<file path="config.mk">
export PLATFORM = sky130hd
export DESIGN_NAME = if_fetch_stage
export DESIGN_NICKNAME = d
export VERILOG_FILES = /design/src/rtl/if_pkg.sv /design/src/rtl/if_perf_counter.sv /design/src/rtl/if_fetch_stage.sv
export SDC_FILE = /design/constraint.sdc
export NUM_CORES = 1
export LEC_CHECK = 0
export ABC_AREA = 1
export ABC_CLOCK_PERIOD_IN_PS = 2000
export CAP_MARGIN = 20
export CORE_MARGIN = 2
export CORE_UTILIZATION = 45
export DETAILED_ROUTE_END_ITERATION = 7
export HOLD_SLACK_MARGIN = 0.12
export PLACE_DENSITY_LB_ADDON = 0.25
export SYNTH_ARGS = -nofsm -noshare
export SYNTH_HDL_FRONTEND = slang
export SYNTH_SLANG_ARGS = --single-unit
</file>
<file path="constraint.sdc">
create_clock -name clk -period 2 [get_ports clk]
set_input_delay 0.3 -clock clk [delete_from_list [all_inputs] [get_ports clk]]
set_output_delay 0.3 -clock clk [all_outputs]
set_load 0.02 [all_outputs]
</file>
<file path="src/rtl/if_pkg.sv">
// Shared types and constants for the instruction-fetch stage.
package if_pkg;

  typedef enum logic [1:0] {
    S_RESET = 2'd0,
    S_WAIT  = 2'd1,
    S_HOLD  = 2'd2,
    S_DROP  = 2'd3
  } if_state_e;

  typedef struct packed {
    logic [31:0] pc;
    logic [31:0] inst;
  } ifid_t;

  localparam logic [31:0] NOP_INST = 32'h0000_0013;
  localparam logic [31:0] PC_STEP  = 32'd4;

  function automatic logic [31:0] pc_next(input logic [31:0] pc);
    return pc + PC_STEP;
  endfunction

endpackage

</file>
<file path="src/rtl/if_perf_counter.sv">
// Fetch/stall event counters for the fetch stage; free-running, wrap at 2^32.
module if_perf_counter (
  input  logic        clk,
  input  logic        rst,
  input  logic        fetch_inc,
  input  logic        stall_inc,
  output logic [31:0] fetch_cnt,
  output logic [31:0] stall_cnt
);

  always_ff @(posedge clk or negedge rst) begin
    if (!rst) begin
      fetch_cnt <= '0;
      stall_cnt <= '0;
    end else begin
      if (fetch_inc) fetch_cnt <= fetch_cnt + 32'd1;
      if (stall_inc) stall_cnt <= stall_cnt + 32'd1;
    end
  end

endmodule

</file>
<file path="src/rtl/if_fetch_stage.sv">
// RV32 instruction-fetch stage: PC, single-outstanding imem request, IF/ID register.
// Define IF_PERF_CNT_EN to build the fetch/stall performance counters.
module if_fetch_stage
  import if_pkg::*;
#(
  parameter logic [31:0] RESET_PC = 32'h0000_0000
) (
  input  logic        clk,
  input  logic        rst,
  input  logic        stall_in,
  input  logic        redirect,
  input  logic [31:0] redirect_pc,
  output logic        im_req,
  output logic [31:0] im_addr,
  input  logic        im_rvalid,
  input  logic [31:0] im_rdata,
  output logic [31:0] IF_Instraction_out,
  output logic [31:0] IF_PC_out,
  output logic        im_stall,
  output logic [31:0] perf_fetch_cnt,
  output logic [31:0] perf_stall_cnt
);

  if_state_e   state, state_d;
  logic [31:0] fetch_pc, fetch_pc_d;
  logic        req_d;
  logic [31:0] addr_d;
  ifid_t       ifid, ifid_d;
  ifid_t       hold, hold_d;

  always_comb begin
    state_d    = state;
    fetch_pc_d = fetch_pc;
    req_d      = 1'b0;
    addr_d     = im_addr;
    ifid_d     = ifid;
    hold_d     = hold;
    if (redirect) begin
      ifid_d     = '{pc: 32'h0, inst: NOP_INST};
      fetch_pc_d = redirect_pc;
      case (state)
        S_WAIT: begin
          if (im_rvalid) begin
            req_d  = 1'b1;
            addr_d = redirect_pc;
          end else begin
            state_d = S_DROP;
          end
        end
        S_DROP: begin
          // the stale return arriving now retires the old request
          if (im_rvalid) begin
            req_d   = 1'b1;
            addr_d  = redirect_pc;
            state_d = S_WAIT;
          end
        end
        default: begin
          req_d   = 1'b1;
          addr_d  = redirect_pc;
          state_d = S_WAIT;
        end
      endcase
    end else begin
      case (state)
        S_RESET: begin
          req_d   = 1'b1;
          addr_d  = fetch_pc;
          state_d = S_WAIT;
        end
        S_WAIT: begin
          if (im_rvalid) begin
            if (stall_in) begin
              hold_d  = '{pc: fetch_pc, inst: im_rdata};
              state_d = S_HOLD;
            end else begin
              ifid_d     = '{pc: fetch_pc, inst: im_rdata};
              fetch_pc_d = pc_next(fetch_pc);
              req_d      = 1'b1;
              addr_d     = pc_next(fetch_pc);
            end
          end
        end
        S_HOLD: begin
          if (!stall_in) begin
            ifid_d     = hold;
            fetch_pc_d = pc_next(fetch_pc);
            req_d      = 1'b1;
            addr_d     = pc_next(fetch_pc);
            state_d    = S_WAIT;
          end
        end
        S_DROP: begin
          if (im_rvalid) begin
            req_d   = 1'b1;
            addr_d  = fetch_pc;
            state_d = S_WAIT;
          end
        end
      endcase
    end
  end

  always_ff @(posedge clk or negedge rst) begin
    if (!rst) begin
      state    <= S_RESET;
      fetch_pc <= RESET_PC;
      im_req   <= 1'b0;
      im_addr  <= RESET_PC;
      ifid     <= '{pc: 32'h0, inst: NOP_INST};
      hold     <= '{pc: 32'h0, inst: NOP_INST};
    end else begin
      state    <= state_d;
      fetch_pc <= fetch_pc_d;
      im_req   <= req_d;
      im_addr  <= addr_d;
      ifid     <= ifid_d;
      hold     <= hold_d;
    end
  end

  assign IF_PC_out          = ifid.pc;
  assign IF_Instraction_out = ifid.inst;

  // S_HOLD and a return cycle both deliver, so neither stalls the pipeline
  assign im_stall = ~redirect & ((state == S_WAIT & ~im_rvalid) |
                                 (state == S_DROP) | (state == S_RESET));

`ifdef IF_PERF_CNT_EN
  logic fetch_load;
  assign fetch_load = ~redirect & ~stall_in &
                      ((state == S_WAIT & im_rvalid) | (state == S_HOLD));

  if_perf_counter u_perf (
    .clk       (clk),
    .rst       (rst),
    .fetch_inc (fetch_load),
    .stall_inc (im_stall),
    .fetch_cnt (perf_fetch_cnt),
    .stall_cnt (perf_stall_cnt)
  );
`else
  assign perf_fetch_cnt = '0;
  assign perf_stall_cnt = '0;
`endif

endmodule

</file>
=== After elaboration in Yosys (flattened, before gate mapping) ===
Cells that the tools add are included.

* Word-level logic and storage cells: 63
* Bits in registers: 195
* Output and inout bits: 162
* Input port bits: 69

* $add $sub $neg: 1
* Equal/unequal tests: 10
* Reduce and logical (&&, ||, !) cells: 8
* Muxes and demuxes: 30
* Bitwise gates (word level): 6

{| class="wikitable"
|+ Operator list
! cell !! number
|-
| 2-to-1 mux 32 bit || 9
|-
| 2-to-1 mux 64 bit || 4
|-
| one-hot mux 32 bit (4 select lines) || 1
|-
| one-hot mux 64 bit (2 select lines) || 1
|-
| one-hot mux 32 bit (2 select lines) || 1
|-
| adder 32 x 3 -> 32 bit (second input constant) || 1
|-
| != test 3 bit (second input constant) || 6
|-
| 2-to-1 mux 2 bit || 6
|-
| AND reduction 4 bit || 3
|-
| one-hot mux 2 bit (4 select lines) || 1
|-
| 2-to-1 mux 1 bit || 5
|-
| equality test 2 bit (second input constant) || 2
|-
| one-hot mux 1 bit (4 select lines) || 1
|-
| one-hot mux 2 bit (2 select lines) || 1
|-
| != test 3 x 2 -> 1 bit (second input constant) || 1
|-
| AND reduction 3 bit || 1
|-
| nonzero test 3 bit || 1
|-
| bitwise AND 1 bit || 2
|-
| equality test 2 x 1 -> 1 bit (second input constant) || 1
|-
| zero test 2 bit || 1
|-
| inverter 1 bit || 2
|-
| OR 1 bit || 2
|-
| AND reduction 2 bit || 1
|-
| OR reduction 2 bit || 1
|}

=== Logic depth before layout (Yosys ltp) ===
Gate-level depths: netlist of run 1.

* Depth after elaboration: 5
* Gate-level depth with buffers: 11
* Depth with buffers taken out: 10

=== Worst setup path before layout of run 1 ===
OpenSTA, ideal clock, no wires.

* Path kind: register -> register
* Start point: register state[1]
* End point: register im_addr[14]
* Stages on the path, launching flop included: 11
* Setup time: 126 ps
* Buffers on the path: 1
* Arrival: 1533 ps
* Clock period less this slack: 1659 ps
* Required time: 1874 ps
* Path slack: 341 ps
* Cells stage by stage: dfrtp_1 inv_1 ha_1 or2_1 nand2_1 nand2_1 nor2_4 inv_4 buf_6 a21oi_1 a21oi_1

* Word-level cells in the longest chain between the ends: 4
* Elaborated cells between the ends (all ways): 12
* Classes of those cells: eq/ne (6); mux (3); reduce/logical (3)

{| class="wikitable"
|+ Ends and longest elaborated chain
! item !! RTL line !! text
|-
| from (decl) || if_fetch_stage.sv:24 || <nowiki>if_state_e state, state_d;</nowiki>
|-
| from (signal assigned) || if_fetch_stage.sv:113 || <nowiki>state <= state_d;</nowiki>
|-
| equality test 2 x 1 -> 1 bit / equality test 2 bit (equally long branches) || if_fetch_stage.sv:41, if_fetch_stage.sv:65 ||
|-
| OR reduction 2 bit (no line) || -- ||
|-
| != test 3 x 2 -> 1 bit (no line) / 2-to-1 mux 32 bit (equally long branches) || -- ||
|-
| AND reduction 3 bit (no line) / 2-to-1 mux 32 bit (equally long branches) || -- ||
|-
| to (signal assigned) || if_fetch_stage.sv:116 || <nowiki>im_addr <= addr_d;</nowiki>
|-
| to (decl) || if_fetch_stage.sv:14 || <nowiki>output logic [31:0] im_addr,</nowiki>
|}

Several ways; a longest one is shown, not always the timed one.
A chain may end at the register's enable or synchronous reset.

=== Worst setup path in the final report of run 1 ===
* Start point: register state[1]
* End point: output port im_stall

* Word-level cells in the longest chain between the ends: 5
* Elaborated cells between the ends (all ways): 7
* Classes of those cells: eq/ne (2); bitwise (4); reduce/logical (1)

{| class="wikitable"
|+ Ends and longest elaborated chain
! item !! RTL line !! text
|-
| equality test 2 x 1 -> 1 bit || if_fetch_stage.sv:126 || <nowiki>assign im_stall = ~redirect & ((state == S_WAIT & ~im_rvalid) |</nowiki>
|-
| bitwise AND 1 bit || if_fetch_stage.sv:126 ||
|-
| OR 1 bit || if_fetch_stage.sv:126 ||
|-
| OR 1 bit (*) || if_fetch_stage.sv:127 || <nowiki>(state == S_DROP) | (state == S_RESET));</nowiki>
|-
| bitwise AND 1 bit (*) || if_fetch_stage.sv:126 ||
|-
| to (decl) || if_fetch_stage.sv:19 || <nowiki>output logic im_stall,</nowiki>
|}

Mark *: on every way between the ends. The rest lies on a longest branch, timed or not.

==> results.toml, run 1 <==
[finish]
final_cell_area_sq_um = 12700
num-nets-final = 1501
synthToLayoutAreaGrowth_pct = 26.8
fill_cells = 2018
num_antenna_cells = 0
drive_gt1_share_pct = 8.76

[cts]
cts_tree = "yes"
clock_sinks = 195
clkTransAtPathRegs_ps = 70
clockRootBuffer = "clkbuf_16"
clock_latency_ps = 440
ctsHtreeMaxLevel = 4
cts_made_buffers = 17
clockBufferDepth = 2

[drt]
routed_wl_um = 26700
vias = 8673
route.met2.wl_um = 11900
dr.pass1.iters = 5
wire_per_inst_um = 15.5
wl_met1_um = 12700
viasPerCell = 5.05
wl_met3_um = 1500
drc = 0
highest_layer = "met4"
drtAntennaViolNets = 0
drtIter0Drc = 531

[timing]
fin_crit_sh_pct = 98.5
finClkSkew_ps = 11.9
period_minus_slack_ps = 1970
hold_violations = 0
setup_viol = 0
slew_viol_final = 0
fmax_ghz = 0.507
rsz0062_at_grt = "true"

[global_route]
grt_pass1_vias = 8135
antenna_found_initial = 0
overflow = 0
grt_usage_pct = 22.1
grt_start_max_net_pins = 93
grt_pass1_wl_um = 42200

[pwr]
p_sw_share_pct = 40.2
power_frac_comb_pct = 44.9
clock_power_share_pct = 20.2
power.density_nw_per_um2 = 1400
p_sw_mw = 7.14
total_power_mw = 17.8
power.internal_mw = 10.6
total_leakage_power_nw = 5.91
p_seq_share_pct = 34.9
ir_worst_vdd_v = 0.000716

[die]
die_width_um = 153
ios = 231
dieArea_sq_um = 23500
die_height_um = 153
start_util_pct = 45.9
rows = 54
fp.coreArea_sq_um = 21800

[worst_setup_path]
r2r-end = "im_addr[3]$_DFFE_PN0P_"
r2r_setup_slack_ps = 40
end_kind = "output pin"
required_ps = 1700
cp-start-kind = "flip-flop"
crit_path_max_fanout = 2
r2r_cells = 11
worst_ep_arrival_time_ps = 1670
r2r-start = "state[1]$_DFFE_PN0P_"
crit_type = "flip-flop to output pin"

[hold_path]
min_to = "fetch_pc[12]$_DFFE_PN0P_"
holdCritStartpoint = "redirect"
worst_hold_path.num_cells = 3
hold_path_class = "primary input to flip-flop"

[run]
cap_violations = 0

[yosys]
synthArstFlopShare_pct = 100
yosysUniqueCellTypes = 36
syn_avg_cell_area_sq_um = 7.91
netlist_area_sq_um = 10000
synthFlopType = "dfrtp_1"
yosysWarnings = 0
synth_edf_count = 0
ys_ff_latch = 195
synth_seq_area_share_pct = 48.8
syn_inst = 1266

[placed_design]
dp_hpwl_um = 18100
placed_area_sq_um = 11900
gp_congestion = 0.950
io_buffers = 166

[run_status]
status = "complete, no violations"
power by group through the flow:
stage	Combinational [mW]	Sequential (mW)	Clock, mW
floorplan	3.86	6.90	0
global placement	7.31	6.22	0
detailed placement	7.45	6.26	0
CTS	7.51	6.20	3.65
global route	8.81	6.38	3.80
finish	7.98	6.20	3.59
through the flow:
stage | worst slack (ps) | hold slack, ps | util (%) | std cells | setup TNS, ps
after CTS | 4.04 | 272 | 57.3 | 1714 | 0
after global placement | -142 | 305 | 54.5 | 1681 | -162
after detailed placement | -131 | 307 | 54.5 | 1681 | -312
after global routing | -41.3 | 330 | 58.2 | 1719 | -304
after floorplan | 341 | 4.41 | - | 1329 | 0
final | 29.2 | 303 | 58.2 | 1719 | 0
critical path: stages (launching register included):
cell,delay [ps]
dfrtp_1,390
buf_4,140
ha_1,200
nor3_2,180
buf_4,160
nor2_4,30
buf_6,130
cell usage in the layout, fill, tap and decap left out, types with 2 or more instances in the layout:
cell type / n
a21oi_1: 66
a21oi_2: 11
a31oi_1: 8
and2_1: 5
buf_12: 14
buf_4: 24
buf_6: 3
bufinv_16: 3
clkbuf_16: 20
clkdlybuf4s50_1: 163
clkinv_2: 3
clkinvlp_4: 4
conb_1: 64
dfrtp_1: 189
dfstp_2: 6
ha_1: 5
inv_1: 74
inv_2: 3
inv_4: 2
inv_6: 3
nand2_1: 385
nand2_2: 5
nand2_4: 3
nand3_1: 30
nor2_1: 72
nor2_2: 2
nor2_4: 9
o211ai_1: 23
o211ai_2: 3
o21ai_0: 195
o21ai_1: 14
o221ai_1: 6
xor2_1: 6
cells by family after synthesis:
logic type	after synthesis	share of synthesized area [%]
xor gates and xnor gates	6	0.525
other	1	0.0375
AOI/OAI and AO/OA	329	17.7
adders and majority gates	6	0.750
and+or+nand+nor	515	20.8
DFF	195	48.8
buffers and inverters	214	11.4
Yosys cell counts, types with 2 or more instances:
cell,instances,area share [%]
inv_4,3,0.19
nand3_1,30,1.5
inv_2,2,0.075
buf_1,3,0.11
o21ai_1,14,0.70
nor2_1,73,2.7
nor2_2,3,0.19
dfrtp_1,189,47
o221ai_1,6,0.52
nand2_2,3,0.19
nand2_1,387,15
dfstp_2,6,1.6
a31oi_1,8,0.50
o211ai_2,4,0.50
nor2_4,7,0.79
buf_6,8,0.90
buf_4,65,4.9
o211ai_1,23,1.7
ha_1,6,0.75
inv_1,76,2.8
a21oi_1,77,3.9
o21ai_0,195,9.8
nand2_4,3,0.34
buf_2,17,0.85
clkbuf_1,38,1.4
and2_1,5,0.31
xor2_1,6,0.52
flip-flops by register name, summed over array words and instances, names as in the netlist:
register            cells
hold                   64
IF_Instraction_out     32
IF_PC_out              32
fetch_pc               32
im_addr                32
state                   2
im_req                  1
how the worst max path moves through the flow:
stage	start	to	slack [ps]	depth (start not counted)
2_1_floorplan	state[1]$_DFFE_PN0P_	im_addr[14]$_DFFE_PN0P_	340	10
3_3_place_gp	im_rvalid	im_stall	-140	6
3_5_place_dp	im_rvalid	im_stall	-130	6
4_1_cts	state[1]$_DFFE_PN0P_	im_stall	4	7
5_1_grt	state[0]$_DFFE_PN0P_	im_stall	-40	7
6_report	state[1]$_DFFE_PN0P_	im_stall	30	6
what timing repair did:
action | CTS | global route
endpoints found under the setup margin | 1 | 42
endpoints found under the hold margin | 43 | 0
hold buffers | 1 | 0
pin swaps | 0 | 3
gates cloned | 0 | 4
setup buffers | 0 | 1
gates resized for setup | 5 | 23
cell type report:
cell class / count / area, sq um / area share, %
sequential: 195 / 4890 / 38.5
multi-input combinational: 920 / 4300 / 33.8
timing repair buffer: 210 / 2230 / 17.6
clock buffer: 18 / 429 / 3.38
tap: 280 / 350 / 2.76
inverter: 82 / 322 / 2.53
clock inverter: 14 / 181 / 1.43
per-layer routing:
layer,up-vias,global-route usage (%)
li1,4301,-
met1,4018,32.5
met2,317,33.6
met3,37,3.97
met4,0,6.31
met5,-,0
No activity file was read; power rests on OpenSTA's default activity.
==> run 2, diff against run 1 <==
--- a/config.mk
+++ b/config.mk
@@ -8,11 +8,12 @@
 export ABC_AREA = 1
 export ABC_CLOCK_PERIOD_IN_PS = 2000
 export CAP_MARGIN = 20
-export CORE_MARGIN = 2
+export CORE_MARGIN = 8
 export CORE_UTILIZATION = 45
 export DETAILED_ROUTE_END_ITERATION = 7
 export HOLD_SLACK_MARGIN = 0.12
 export PLACE_DENSITY_LB_ADDON = 0.25
 export SYNTH_ARGS = -nofsm -noshare
 export SYNTH_HDL_FRONTEND = slang
+export SYNTH_HIERARCHICAL = 1
 export SYNTH_SLANG_ARGS = --single-unit
==> run 2 against run 1 <==
The run now ends with negative setup slack left. Clock skew grew 2.6 ps. Wire length grew 6.7%. Total power up 0.73%. Clock power down 2%. Register-to-register slack got worse by 30 ps. Combinational power rose by 2%. Synthesized cell count unchanged. Critical path type unchanged. Largest cell class unchanged.
==> results.toml, run 2 <==
[yosys]
yosysWarnings = 6
synth_top_family_by_area = "simple AND/OR/NAND/NOR gates"
yosysMostFrequentCell = "nand2_1"
syn_avg_cell_area_sq_um = 7.91
synth_xor_area_share_pct = 0.525
synthSimpleGateAreaFrac_pct = 20.8
synthFlopType = "dfrtp_1"
netlist_top_cells_area = "dfrtp_1 (47%), nand2_1 (15%), o21ai_0 (9.8%)"
yosysTopAreaCell = "dfrtp_1"
synth_compound_area_share_pct = 17.7
yosysUniqueCellTypes = 36
syn_inst = 1266
synthArstFlopShare_pct = 100
ys_ff_latch = 195
synthTopCellsByCount = "nand2_1 (387), o21ai_0 (195), dfrtp_1 (189)"
netlist_area_sq_um = 10000
synth_seq_area_share_pct = 48.8
synthAdderAreaFrac_pct = 0.750
synth_top_area_share_pct = 47.3
synth_edf_count = 0
synthMuxAreaShare_pct = 0

[finish]
final_common_cell = "nand2_1"
final_cell_mix = "nand2_1 (385), o21ai_0 (195), dfrtp_1 (189), clkdlybuf4s50_1 (163), inv_1 (73)"
synthToLayoutAreaGrowth_pct = 28.0
num-nets-final = 1506
drive_gt1_share_pct = 9.63
postLayoutCoreUtil_pct = 58.7
largest-register = "hold"
largest_register_ffs = 64

[drt]
drc = 0
drtAntennaViolNets = 0
dr.pass1.iters = 6
drtIter0Drc = 623
routed_wl_um = 28500
vias = 8767
viasPerCell = 5.08
wire_per_inst_um = 16.5

[global_route]
grt_usage_pct = 20.0
antenna_found_initial = 1
grt_pass1_vias = 8203
overflow = 0
grt_pass1_wl_um = 43700
grt_start_max_net_pins = 82

[worst_setup_path]
end_kind = "output pin"
r2r_cells = 11
r2r-end = "im_addr[3]$_DFFE_PN0P_"
r2r_setup_slack_ps = 10
cp-start-kind = "flip-flop"
crit_path_max_fanout = 4
r2r-start = "state[1]$_DFFE_PN0P_"
crit_type = "flip-flop to output pin"
required_ps = 1700
worst_ep_arrival_time_ps = 1710

[run_status]
violations = "negative setup slack"
status = "finished with violations"

[pwr]
power.density_nw_per_um2 = 1400
total_leakage_power_nw = 5.95
ir_worst_vdd_v = 0.000777

[run]
cap_violations = 0

[timing]
setup_viol = 1
slew_viol_final = 0
setup_ws_ps = -5.11
timing.hold.ws_ps = 348
fmax_ghz = 0.499
finClkSkew_ps = 14.5
tightest_slew_ps = 513
hold_violations = 0
period_minus_slack_ps = 2010
rsz0062_at_grt = "true"
max_slew_margin_pct = 65.8
fin_crit_sh_pct = 100

[cts]
cts_made_buffers = 17
clkTransAtPathRegs_ps = 80
ctsHtreeMaxLevel = 4
clock_sinks = 195
clock_latency_ps = 440
cts_tree = "yes"
clockRootBuffer = "clkbuf_16"
clockBufferDepth = 2

[die]
start_util_pct = 45.9
fp.coreArea_sq_um = 21800
ios = 231
die_height_um = 165
rows = 54
dieArea_sq_um = 27300
die_width_um = 165

[hold_path]
min_to = "im_addr[11]$_DFFE_PN0P_"
hold_path_class = "primary input to flip-flop"
worst_hold_path.num_cells = 4
holdCritStartpoint = "redirect"

[placed_design]
io_buffers = 166
gp_congestion = 0.940
dp_hpwl_um = 19500
==> run 2: power breakdown <==
group	leakage [nW]	internal [mW]	switching [mW]
clock network	0.282	1.94	1.59
registers	2.46	5.39	0.817
logic	3.21	3.37	4.80
total	5.95	10.7	7.20
==> run 2: critical path, cell delays in order (launching register included) <==
cell	delay, ps
dfrtp_1	430
ha_2	210
inv_2	80
nor2_4	40
nor3_2	180
buf_4	160
nor2_2	40
buf_6	140
==> run 2: area by class of cell <==
class	instances	area (sq um)
flip-flops and latches	195	4890
multi-input cells	920	4320
repair buffers	215	2320
well taps	280	350
clock inverters	12	145
diodes	1	2.50
inverters	82	332
clock buffers	20	457
fillers	1972	9010
==> run 2: metrics by stage <==
stage	std cells	setup slack (ps)	cell area (sq um)	TNS, ps	total power, mW
6_report	1725	-5.11	12800	-5.11	17.9
2_1_floorplan	1329	341	10200	0	10.8
5_1_grt	1724	-62.8	12800	-1100	19.1
3_3_place_gp	1680	-98.5	11900	-98.7	13.6
3_5_place_dp	1680	-87.6	11900	-1110	13.8
4_1_cts	1715	0.860	12600	0	17.4
==> run 2: per-layer routing <==
| layer | vias to the layer above | track usage [%] | share of wire [%] |
|---|---|---|---|
| met5 | - | 0 | 0 |
| met4 | 0 | 5.77 | 2.0 |
| met3 | 40 | 3.57 | 6.6 |
| met2 | 335 | 30.3 | 45 |
| met1 | 4080 | 28.9 | 47 |
| li1 | 4312 | - | - |
==> run 2: cell families (layout without fill, tap and decap cells) <==
logic type | after synthesis | after routing
AO/OA/AOI/OAI | 329 | 329
XOR/XNOR | 6 | 6
adder cells (fa/ha/maj) | 6 | 6
flip-flops | 195 | 195
buffers and inverters | 214 | 329
other | 1 | 65
AND/OR/NAND/NOR | 515 | 515
==> run 2: repair_timing <==
| item | in CTS | in global routing |
|---|---|---|
| gates resized for setup | 6 | 33 |
| cloned | 0 | 6 |
| setup buffers | 2 | 3 |
| endpoints found under the hold margin | 47 | 0 |
| endpoints found under the setup margin | 1 | 76 |
| pin swaps | 1 | 5 |
| hold buffers | 1 | 0 |
==> run 2: worst max path at each step <==
stage	cells past startpoint	slack [ps]	endpoint	from
2_1_floorplan	10	340	im_addr[14]$_DFFE_PN0P_	state[1]$_DFFE_PN0P_
5_1_grt	7	-60	im_stall	state[0]$_DFFE_PN0P_
4_1_cts	7	0.9	im_stall	state[0]$_DFFE_PN0P_
3_5_place_dp	6	-90	im_stall	im_rvalid
3_3_place_gp	6	-100	im_stall	im_rvalid
6_report	7	-5	im_stall	state[0]$_DFFE_PN0P_
